## src/rtl/mesh_pkg.sv

```systemverilog
// Shared definitions for the mesh traffic injector and the router ejection
// checker. This file holds the destination mode encodings, the flit field
// layout helpers, the LFSR polynomial and the FSM state type.
package mesh_pkg;

  // Destination selection modes
  localparam logic [1:0] MODE_UNIFORM   = 2'd0;
  localparam logic [1:0] MODE_FIXED     = 2'd1;
  localparam logic [1:0] MODE_TRANSPOSE = 2'd2;
  localparam logic [1:0] MODE_RING      = 2'd3;

  // 16-bit Galois LFSR, x^16 + x^14 + x^13 + x^11 + 1 (right-shifting form)
  localparam int          LFSR_W    = 16;
  localparam logic [15:0] LFSR_TAPS = 16'hB400;

  // Flit layout: dst at bit 0, src above it, sequence number above src
  localparam int DST_LSB = 0;

  function automatic int src_lsb(input int node_w);
    return node_w;
  endfunction

  function automatic int seq_lsb(input int node_w);
    return 2 * node_w;
  endfunction

  // A node index is at least one bit wide, even for a single-node mesh
  function automatic int node_width(input int num_nodes);
    return (num_nodes <= 1) ? 1 : $clog2(num_nodes);
  endfunction

  function automatic logic [LFSR_W-1:0] lfsr_next(input logic [LFSR_W-1:0] s);
    return s[0] ? ((s >> 1) ^ LFSR_TAPS) : (s >> 1);
  endfunction

  typedef enum logic [1:0] {
    ST_IDLE = 2'd0,
    ST_RUN  = 2'd1,
    ST_DONE = 2'd2
  } inj_state_e;

endpackage

```

## src/rtl/injector_channel.sv

```systemverilog
// One injection channel of the mesh traffic injector.
// Holds the per-channel LFSR, the sent and gap counters, the destination
// mux and the valid/ready hold register for node NODE_IDX.
// Ports:
//   clk_i, rst_ni      router clock, asynchronous active-low reset
//   run_i              global FSM is in RUN; new packets may be issued
//   clear_i            a run is being started; clear sent/gap counters
//   mode_i             latched destination mode
//   fixed_dst_i        latched destination for the fixed mode
//   count_i            latched packets-per-node
//   gap_i              latched idle gap after each accepted packet
//   ready_i            router accepts the offered flit
//   valid_o, flit_o    offered flit
//   finished_o         this channel has sent count_i packets
module injector_channel
  import mesh_pkg::*;
#(
  parameter int          MESH_X    = 4,
  parameter int          MESH_Y    = 4,
  parameter int          FLIT_W    = 32,
  parameter int          CNT_W     = 8,
  parameter int          GAP_W     = 4,
  parameter int          NODE_IDX  = 0,
  parameter logic [15:0] SEED      = 16'hACE1,
  localparam int         NUM_NODES = MESH_X * MESH_Y,
  localparam int         NODE_W    = node_width(NUM_NODES)
) (
  input  logic              clk_i,
  input  logic              rst_ni,
  input  logic              run_i,
  input  logic              clear_i,
  input  logic [1:0]        mode_i,
  input  logic [NODE_W-1:0] fixed_dst_i,
  input  logic [CNT_W-1:0]  count_i,
  input  logic [GAP_W-1:0]  gap_i,
  input  logic              ready_i,
  output logic              valid_o,
  output logic [FLIT_W-1:0] flit_o,
  output logic              finished_o
);

  localparam int POS_X   = NODE_IDX % MESH_X;
  localparam int POS_Y   = NODE_IDX / MESH_X;
  localparam int SRC_LSB = src_lsb(NODE_W);
  localparam int SEQ_LSB = seq_lsb(NODE_W);

  localparam logic [NODE_W-1:0] SELF_ID  = NODE_W'(NODE_IDX);
  localparam logic [NODE_W-1:0] NEXT_ID  = NODE_W'((NODE_IDX + 1) % NUM_NODES);
  // Transpose is only defined on a square mesh; elsewhere fall back to ring-next
  localparam logic [NODE_W-1:0] TRANS_ID = (MESH_X == MESH_Y) ?
                                           NODE_W'(POS_X * MESH_X + POS_Y) : NEXT_ID;
  localparam logic [NODE_W:0]   NUM_EXT  = (NODE_W + 1)'(NUM_NODES);

  // Seed of zero would lock the LFSR, so it is replaced by 1
  localparam logic [15:0] SEED_X  = SEED ^ 16'(NODE_IDX);
  localparam logic [15:0] CH_SEED = (SEED_X == 16'd0) ? 16'd1 : SEED_X;

  // 2^NODE_W < 2*NUM_NODES, so one conditional subtract is a full modulo
  function automatic logic [NODE_W-1:0] wrap_node(input logic [NODE_W-1:0] v);
    if ({1'b0, v} >= NUM_EXT) begin
      return v - NUM_EXT[NODE_W-1:0];
    end
    return v;
  endfunction

  logic [LFSR_W-1:0] lfsr_q, lfsr_d;
  logic [CNT_W-1:0]  sent_q, sent_d;
  logic [GAP_W-1:0]  gap_q, gap_d;
  logic              valid_q, valid_d;
  logic [FLIT_W-1:0] flit_q, flit_d;
  logic [NODE_W-1:0] rnd_dst;
  logic [NODE_W-1:0] dst;
  logic [FLIT_W-1:0] new_flit;
  logic              handshake;
  logic              issue;

  always_comb begin
    rnd_dst = wrap_node(lfsr_q[NODE_W-1:0]);
    if (rnd_dst == SELF_ID) begin
      rnd_dst = NEXT_ID;
    end
    case (mode_i)
      MODE_UNIFORM:   dst = rnd_dst;
      MODE_FIXED:     dst = wrap_node(fixed_dst_i);
      MODE_TRANSPOSE: dst = TRANS_ID;
      default:        dst = NEXT_ID;
    endcase
  end

  always_comb begin
    new_flit                           = '0;
    new_flit[DST_LSB +: NODE_W]        = dst;
    new_flit[SRC_LSB +: NODE_W]        = SELF_ID;
    new_flit[SEQ_LSB +: CNT_W]         = sent_q;
  end

  assign handshake = valid_q & ready_i;
  assign issue     = run_i && (sent_q < count_i) && (gap_q == '0) && !valid_q;

  always_comb begin
    lfsr_d  = lfsr_q;
    sent_d  = sent_q;
    gap_d   = gap_q;
    valid_d = valid_q;
    flit_d  = flit_q;
    if (clear_i) begin
      sent_d = '0;
      gap_d  = '0;
    end else if (handshake) begin
      sent_d  = sent_q + CNT_W'(1);
      lfsr_d  = lfsr_next(lfsr_q);
      gap_d   = gap_i;
      valid_d = 1'b0;
    end else begin
      if (gap_q != '0) begin
        gap_d = gap_q - GAP_W'(1);
      end
      // Flit is captured once and then held until the router takes it
      if (issue) begin
        valid_d = 1'b1;
        flit_d  = new_flit;
      end
    end
  end

  always_ff @(posedge clk_i or negedge rst_ni) begin
    if (!rst_ni) begin
      lfsr_q  <= CH_SEED;
      sent_q  <= '0;
      gap_q   <= '0;
      valid_q <= 1'b0;
      flit_q  <= '0;
    end else begin
      lfsr_q  <= lfsr_d;
      sent_q  <= sent_d;
      gap_q   <= gap_d;
      valid_q <= valid_d;
      flit_q  <= flit_d;
    end
  end

  assign valid_o    = valid_q;
  assign flit_o     = flit_q;
  assign finished_o = (sent_q == count_i);

endmodule

```

## src/rtl/mesh_traffic_injector.sv

```systemverilog
// Synthesizable traffic source for the router mesh. Every node gets one
// injector_channel; this top holds the run FSM, the latched run settings
// and the accepted-packet counter.
// Ports:
//   rt_clk, rt_reset   router clock, asynchronous active-low reset
//   start              single-cycle run request (honoured in IDLE only)
//   mode, fixed_dst    destination selection
//   pkts_per_node      packets each channel sends
//   gap                idle cycles after each accepted packet
//   out_valid/out_ready/out_flit  per-channel injection handshake
//   busy, done         run in progress / one-cycle end-of-run pulse
//   total_sent         packets accepted in the current or last run
module mesh_traffic_injector
  import mesh_pkg::*;
#(
  parameter int          MESH_X    = 4,
  parameter int          MESH_Y    = 4,
  parameter int          FLIT_W    = 32,
  parameter int          CNT_W     = 8,
  parameter int          GAP_W     = 4,
  parameter logic [15:0] SEED      = 16'hACE1,
  localparam int         NUM_NODES = MESH_X * MESH_Y,
  localparam int         NODE_W    = node_width(NUM_NODES),
  localparam int         TOT_W     = CNT_W + NODE_W
) (
  input  logic                        rt_clk,
  input  logic                        rt_reset,
  input  logic                        start,
  input  logic [1:0]                  mode,
  input  logic [NODE_W-1:0]           fixed_dst,
  input  logic [CNT_W-1:0]            pkts_per_node,
  input  logic [GAP_W-1:0]            gap,
  output logic [NUM_NODES-1:0]        out_valid,
  input  logic [NUM_NODES-1:0]        out_ready,
  output logic [NUM_NODES*FLIT_W-1:0] out_flit,
  output logic                        busy,
  output logic                        done,
  output logic [TOT_W-1:0]            total_sent
);

  inj_state_e        state_q;
  logic              busy_q;
  logic              done_q;
  logic [TOT_W-1:0]  total_q;
  logic [1:0]        mode_q;
  logic [NODE_W-1:0] fixed_q;
  logic [CNT_W-1:0]  count_q;
  logic [GAP_W-1:0]  gap_cfg_q;

  logic                 start_acc;
  logic                 run;
  logic [NUM_NODES-1:0] fin;
  logic [NUM_NODES-1:0] hs;
  logic [TOT_W-1:0]     hs_cnt;

  assign start_acc = (state_q == ST_IDLE) && start;
  assign run       = (state_q == ST_RUN);
  assign hs        = out_valid & out_ready;

  always_comb begin
    hs_cnt = '0;
    for (int i = 0; i < NUM_NODES; i++) begin
      hs_cnt = hs_cnt + TOT_W'(hs[i]);
    end
  end

  for (genvar i = 0; i < NUM_NODES; i++) begin : g_ch
    injector_channel #(
      .MESH_X   (MESH_X),
      .MESH_Y   (MESH_Y),
      .FLIT_W   (FLIT_W),
      .CNT_W    (CNT_W),
      .GAP_W    (GAP_W),
      .NODE_IDX (i),
      .SEED     (SEED)
    ) u_ch (
      .clk_i       (rt_clk),
      .rst_ni      (rt_reset),
      .run_i       (run),
      .clear_i     (start_acc),
      .mode_i      (mode_q),
      .fixed_dst_i (fixed_q),
      .count_i     (count_q),
      .gap_i       (gap_cfg_q),
      .ready_i     (out_ready[i]),
      .valid_o     (out_valid[i]),
      .flit_o      (out_flit[i*FLIT_W +: FLIT_W]),
      .finished_o  (fin[i])
    );
  end

  always_ff @(posedge rt_clk or negedge rt_reset) begin
    if (!rt_reset) begin
      state_q   <= ST_IDLE;
      busy_q    <= 1'b0;
      done_q    <= 1'b0;
      total_q   <= '0;
      mode_q    <= MODE_UNIFORM;
      fixed_q   <= '0;
      count_q   <= '0;
      gap_cfg_q <= '0;
    end else begin
      // Handshakes only occur in RUN, so this add is idle elsewhere
      total_q <= total_q + hs_cnt;
      done_q  <= 1'b0;
      case (state_q)
        ST_IDLE: begin
          if (start) begin
            mode_q    <= mode;
            fixed_q   <= fixed_dst;
            count_q   <= pkts_per_node;
            gap_cfg_q <= gap;
            total_q   <= '0;
            busy_q    <= 1'b1;
            state_q   <= ST_RUN;
          end
        end
        ST_RUN: begin
          // Wait for the last offered flit to be taken, not just counted
          if ((&fin) && !(|out_valid)) begin
            busy_q  <= 1'b0;
            done_q  <= 1'b1;
            state_q <= ST_DONE;
          end
        end
        default: begin
          state_q <= ST_IDLE;
        end
      endcase
    end
  end

  assign busy       = busy_q;
  assign done       = done_q;
  assign total_sent = total_q;

endmodule

```

## config.mk

```make
export PLATFORM = sky130hd
export DESIGN_NAME = mesh_traffic_injector
export DESIGN_NICKNAME = d
export VERILOG_FILES = /design/src/rtl/mesh_pkg.sv /design/src/rtl/injector_channel.sv /design/src/rtl/mesh_traffic_injector.sv
export SDC_FILE = /design/constraint.sdc
export NUM_CORES = 1
export LEC_CHECK = 0
export BUFFER_PORTS_ARGS = -buffer_cell sky130_fd_sc_hd__buf_2
export CORE_MARGIN = 3
export CORE_UTILIZATION = 62
export CTS_CLUSTER_DIAMETER = 150
export DETAILED_ROUTE_END_ITERATION = 10
export GPL_TIMING_DRIVEN = 0
export PLACE_DENSITY = 0.89
export SLEW_MARGIN = 20
export SYNTH_ARGS = -nofsm -noshare
export SYNTH_HDL_FRONTEND = slang
export SYNTH_SLANG_ARGS = --single-unit
```

## constraint.sdc

```tcl
create_clock -name rt_clk -period 10.8 [get_ports rt_clk]
set_clock_uncertainty 0.15 [all_clocks]
set_input_delay 2.16 -clock rt_clk [delete_from_list [all_inputs] [get_ports rt_clk]]
set_output_delay 2.16 -clock rt_clk [all_outputs]
set_load 0.005 [all_outputs]
```

==> impl_metrics.py <==
metrics = {
    "yosys": {
        "avgSynthCellArea_um2": 10.9,
        "synth-async-reset-ratio_pct": 100,
        "synth_area_leaders": "dfrtp_1, mux2_2, dfstp_2",
        "synth_ff_type": "dfrtp_1",
        "seq_area_frac_synth_pct": 50.1,
        "yosysTopAreaCell": "dfrtp_1",
        "syn_inst": 3252,
        "synth-seq-cells": 705,
        "yosys.area.top_type_share_pct": 39.4,
        "mappedNetlistArea_mm2": 0.0356,
        "ys_warn_count": 0,
        "synthTopCellsByCount": "dfrtp_1, mux2_2, buf_4, nand2_1, nor2_1",
        "yosysMostFrequentCell": "dfrtp_1",
        "ys_types": 59,
        "synth_edf_count": 0,
    },
    "final_layout": {
        "n_fill_cell": 3707,
        "multiInputGateArea_mm2": 0.0155,
        "design_area_mm2": 0.0418,
        "post-route-util_pct": 73.9,
        "drive_gt1_share_pct": 33.5,
        "final-seq-area_mm2": 0.0178,
        "nets": 4129,
        "synthToLayoutAreaGrowth_pct": 17.5,
    },
    "critical_path": {
        "critPathMaxFanout": 10,
        "startpoint_type": "input port",
        "worst-endpoint-required_ns": 11.13,
        "cp-end-kind": "flop",
        "max_stage_delay_ns": 0.63,
        "crit_top_cell": "fa_1",
        "slowest_stage": "fa_1",
        "path_cells": "buf_2 > nand2_1 > inv_2 > fa_1 > inv_1 > fa_1 > fa_1 > fa_1 > fa_1 > fa_1 > nor2b_1 > o21ai_0 > a21oi_1 > nand3_1 > xor2_1 > nor2_1",
        "critical-path-top-delay-family": "adder cells",
        "arrival_ns": 7.18,
        "path_buf_inv": 3,
        "worst-setup-path-type": "input port to flop",
    },
    "global_routing": {
        "grt_pass1_vias": 26100,
        "grt_pass1_wl_um": 150000,
        "grt_remaining_overflow": 0,
        "track_usage_pct": 32.5,
        "grt_max_degree": 100,
        "antenna_found_initial": 2,
    },
    "floorplanning": {
        "dieArea_mm2": 0.0603,
        "core_area_mm2": 0.0566,
        "row_count": 87,
        "die_h_um": 246,
        "io_pins": 579,
        "die_w_um": 246,
        "start_util_pct": 62.9,
    },
    "timing": {
        "slew_violations": 0,
        "max_slew_margin_pct": 16.3,
        "setup-violations-final": 0,
        "period_share_pct": 63.4,
        "grt_setup_unrepaired": "no",
        "layout_min_cycle_time_ns": 6.85,
        "fmax_mhz": 146,
        "worst_pin_slew_ns": 1.25,
        "finalHoldViolCount": 0,
    },
    "hold_path": {
        "min_path_type": "flop to flop",
    },
    "power": {
        "power_density_mw_per_mm2": 268,
        "power.total_mw": 11.2,
        "p_switching_mw": 3.99,
        "peakVddDrop_v": 0.000248,
        "p_seq_share_pct": 41.5,
        "swShare_pct": 35.6,
        "static-leakage-power_nw": 20.6,
        "power_frac_clock_pct": 23.6,
        "p_comb_share_pct": 34.9,
        "p_int_mw": 7.21,
    },
    "detailed_routing": {
        "drtIter0Drc": 2811,
        "ant_nets": 0,
        "wire_per_inst_um": 21.3,
        "drtPass1Iterations": 9,
        "vias": 27000,
        "drt_wl_total_um": 101000,
        "viasPerCell": 5.70,
        "drc": 0,
    },
    "placement": {
        "gp_congestion": 0.954,
        "placed_area_mm2": 0.0393,
        "dp_hpwl_um": 72200,
        "numPortBuffers": 290,
    },
    "clocking": {
        "cts_root_buffer": "clkbuf_16",
        "tritoncts": "done",
        "cts_max_path_buffers": 3,
        "cts_hold_buf": 0,
        "htreeDepth": 3,
        "cts.reportedPaths.clkPinSlew_ns": 0.06,
        "cts-resized-gates": 0,
        "insertion_delay_ns": 0.62,
        "clock_sinks": 705,
        "numCtsBuffers": 73,
        "post_cts_buffers": 0,
    },
    "run": {
        "cap_viol_max_count": 0,
    },
    "status": {
        "outcome": "completed",
    },
}
==> power groups by stage <==
stage	clock (mW)	sequential, mW	combinational, mW
after detailed placement	0	4.62	3.79
after CTS	2.66	4.61	3.87
after floorplan	0	4.37	2.67
after global placement	0	4.56	3.58
final	2.65	4.65	3.91
after global routing	2.76	4.74	4.27
==> flip-flops by register name, indices dropped and copies added, names as in the netlist, 4 cells and up <==
register and count:
g_ch.u_ch.flit_o 207, fixed_q 4, gap_cfg_q 4, g_ch.u_ch.gap_q 64, g_ch.u_ch.valid_o 16, g_ch.u_ch.lfsr_q 256, g_ch.u_ch.sent_q 128, total_sent 12
count_q 8
==> kinds of logic after synthesis <==
family | Yosys count | synth area share [%]
muxes | 346 | 10.9
DFF | 705 | 50.1
and+or+nand+nor | 833 | 11.1
buffers and inverters | 547 | 9.45
adders and majority gates | 180 | 6.58
xor gates and xnor gates | 159 | 3.91
other | 1 | 0.0105
AOI/OAI and AO/OA | 481 | 7.92
==> placed cells by master (no fill, tap or decap), drive strengths merged, types with 4 or more instances in the layout <==
cell	instances
nand4b	4
nand2b	30
and4	6
nor2b	23
o31ai	7
and2	16
or2	5
o21ai	127
clkinv	25
nor2	259
a31oi	8
a2111oi	8
fa	12
nand2	258
inv	101
clkbuf	148
nand3b	17
nor4	10
ha	168
o2111ai	13
nand4	74
buf	696
dfstp	144
bufinv	6
nand3	15
a21o	19
a21oi	238
conb	288
and3	18
nor3b	9
a211oi	31
o211ai	18
mux2	345
dfrtp	561
xor2	76
nor3	41
xnor2	83
a311oi	4
or3	41
==> metrics by stage <==
| step | TNS (ns) | hold slack (ns) | cells | setup WS (ns) |
|---|---|---|---|---|
| 2_1_floorplan | 0 | 0.296 | 3539 | 4.48 |
| 3_3_place_gp | -4223.89 | 0.295 | 4585 | -6.99 |
| 3_5_place_dp | 0 | 0.306 | 4593 | 3.44 |
| 4_1_cts | 0 | 0.320 | 4727 | 4.02 |
| 5_1_grt | 0 | 0.342 | 4728 | 3.85 |
| 6_report | 0 | 0.317 | 4729 | 3.95 |
==> cell type report <==
cell class / instances / share of cell area (%)
Antenna cell: 2 / 0.0120
Buffer: 439 / 7.07
Clock buffer: 107 / 5.26
Clock inverter: 27 / 0.754
Inverter: 108 / 0.969
Multi-Input combinational cell: 2287 / 37.0
Sequential cell: 705 / 42.6
Tap cell: 756 / 2.26
Timing Repair Buffer: 298 / 4.02
==> routing by layer <==
layer | GRT usage (%) | vias up | share of wire [%] | routed length [um]
met3 | 7.89 | 396 | 9.7 | 9820
met2 | 52.6 | 1476 | 48 | 48000
li1 | - | 11900 | - | -
met5 | 0 | - | 0.013 | 13
met4 | 19.2 | 2 | 6.8 | 6860
met1 | 39.8 | 13200 | 36 | 36100
==> path summary, 6_finish.rpt <==
kind | start | to | slack [ns] | cells past startpoint
worst max-delay path | out_ready[2] | total_sent[8]$_DFF_PN0_ | 3.95 | 16
worst min-delay path | g_ch[1].u_ch.flit_o[4]$_DFFE_PN0P_ | g_ch[1].u_ch.flit_o[4]$_DFFE_PN0P_ | 0.32 | 1
worst max register to register | g_ch[2].u_ch.valid_o$_DFFE_PN0P_ | total_sent[8]$_DFF_PN0_ | 5.09 | 15
worst min register to register | g_ch[1].u_ch.flit_o[4]$_DFFE_PN0P_ | g_ch[1].u_ch.flit_o[4]$_DFFE_PN0P_ | 0.32 | 1
max in group asynchronous | rt_reset | g_ch[9].u_ch.lfsr_q[7]$_DFFE_PN1P_ | 7.44 | 5
min in group asynchronous | rt_reset | g_ch[8].u_ch.flit_o[9]$_DFFE_PN0P_ | 1.43 | 2
(Power assumes the default switching activity.)
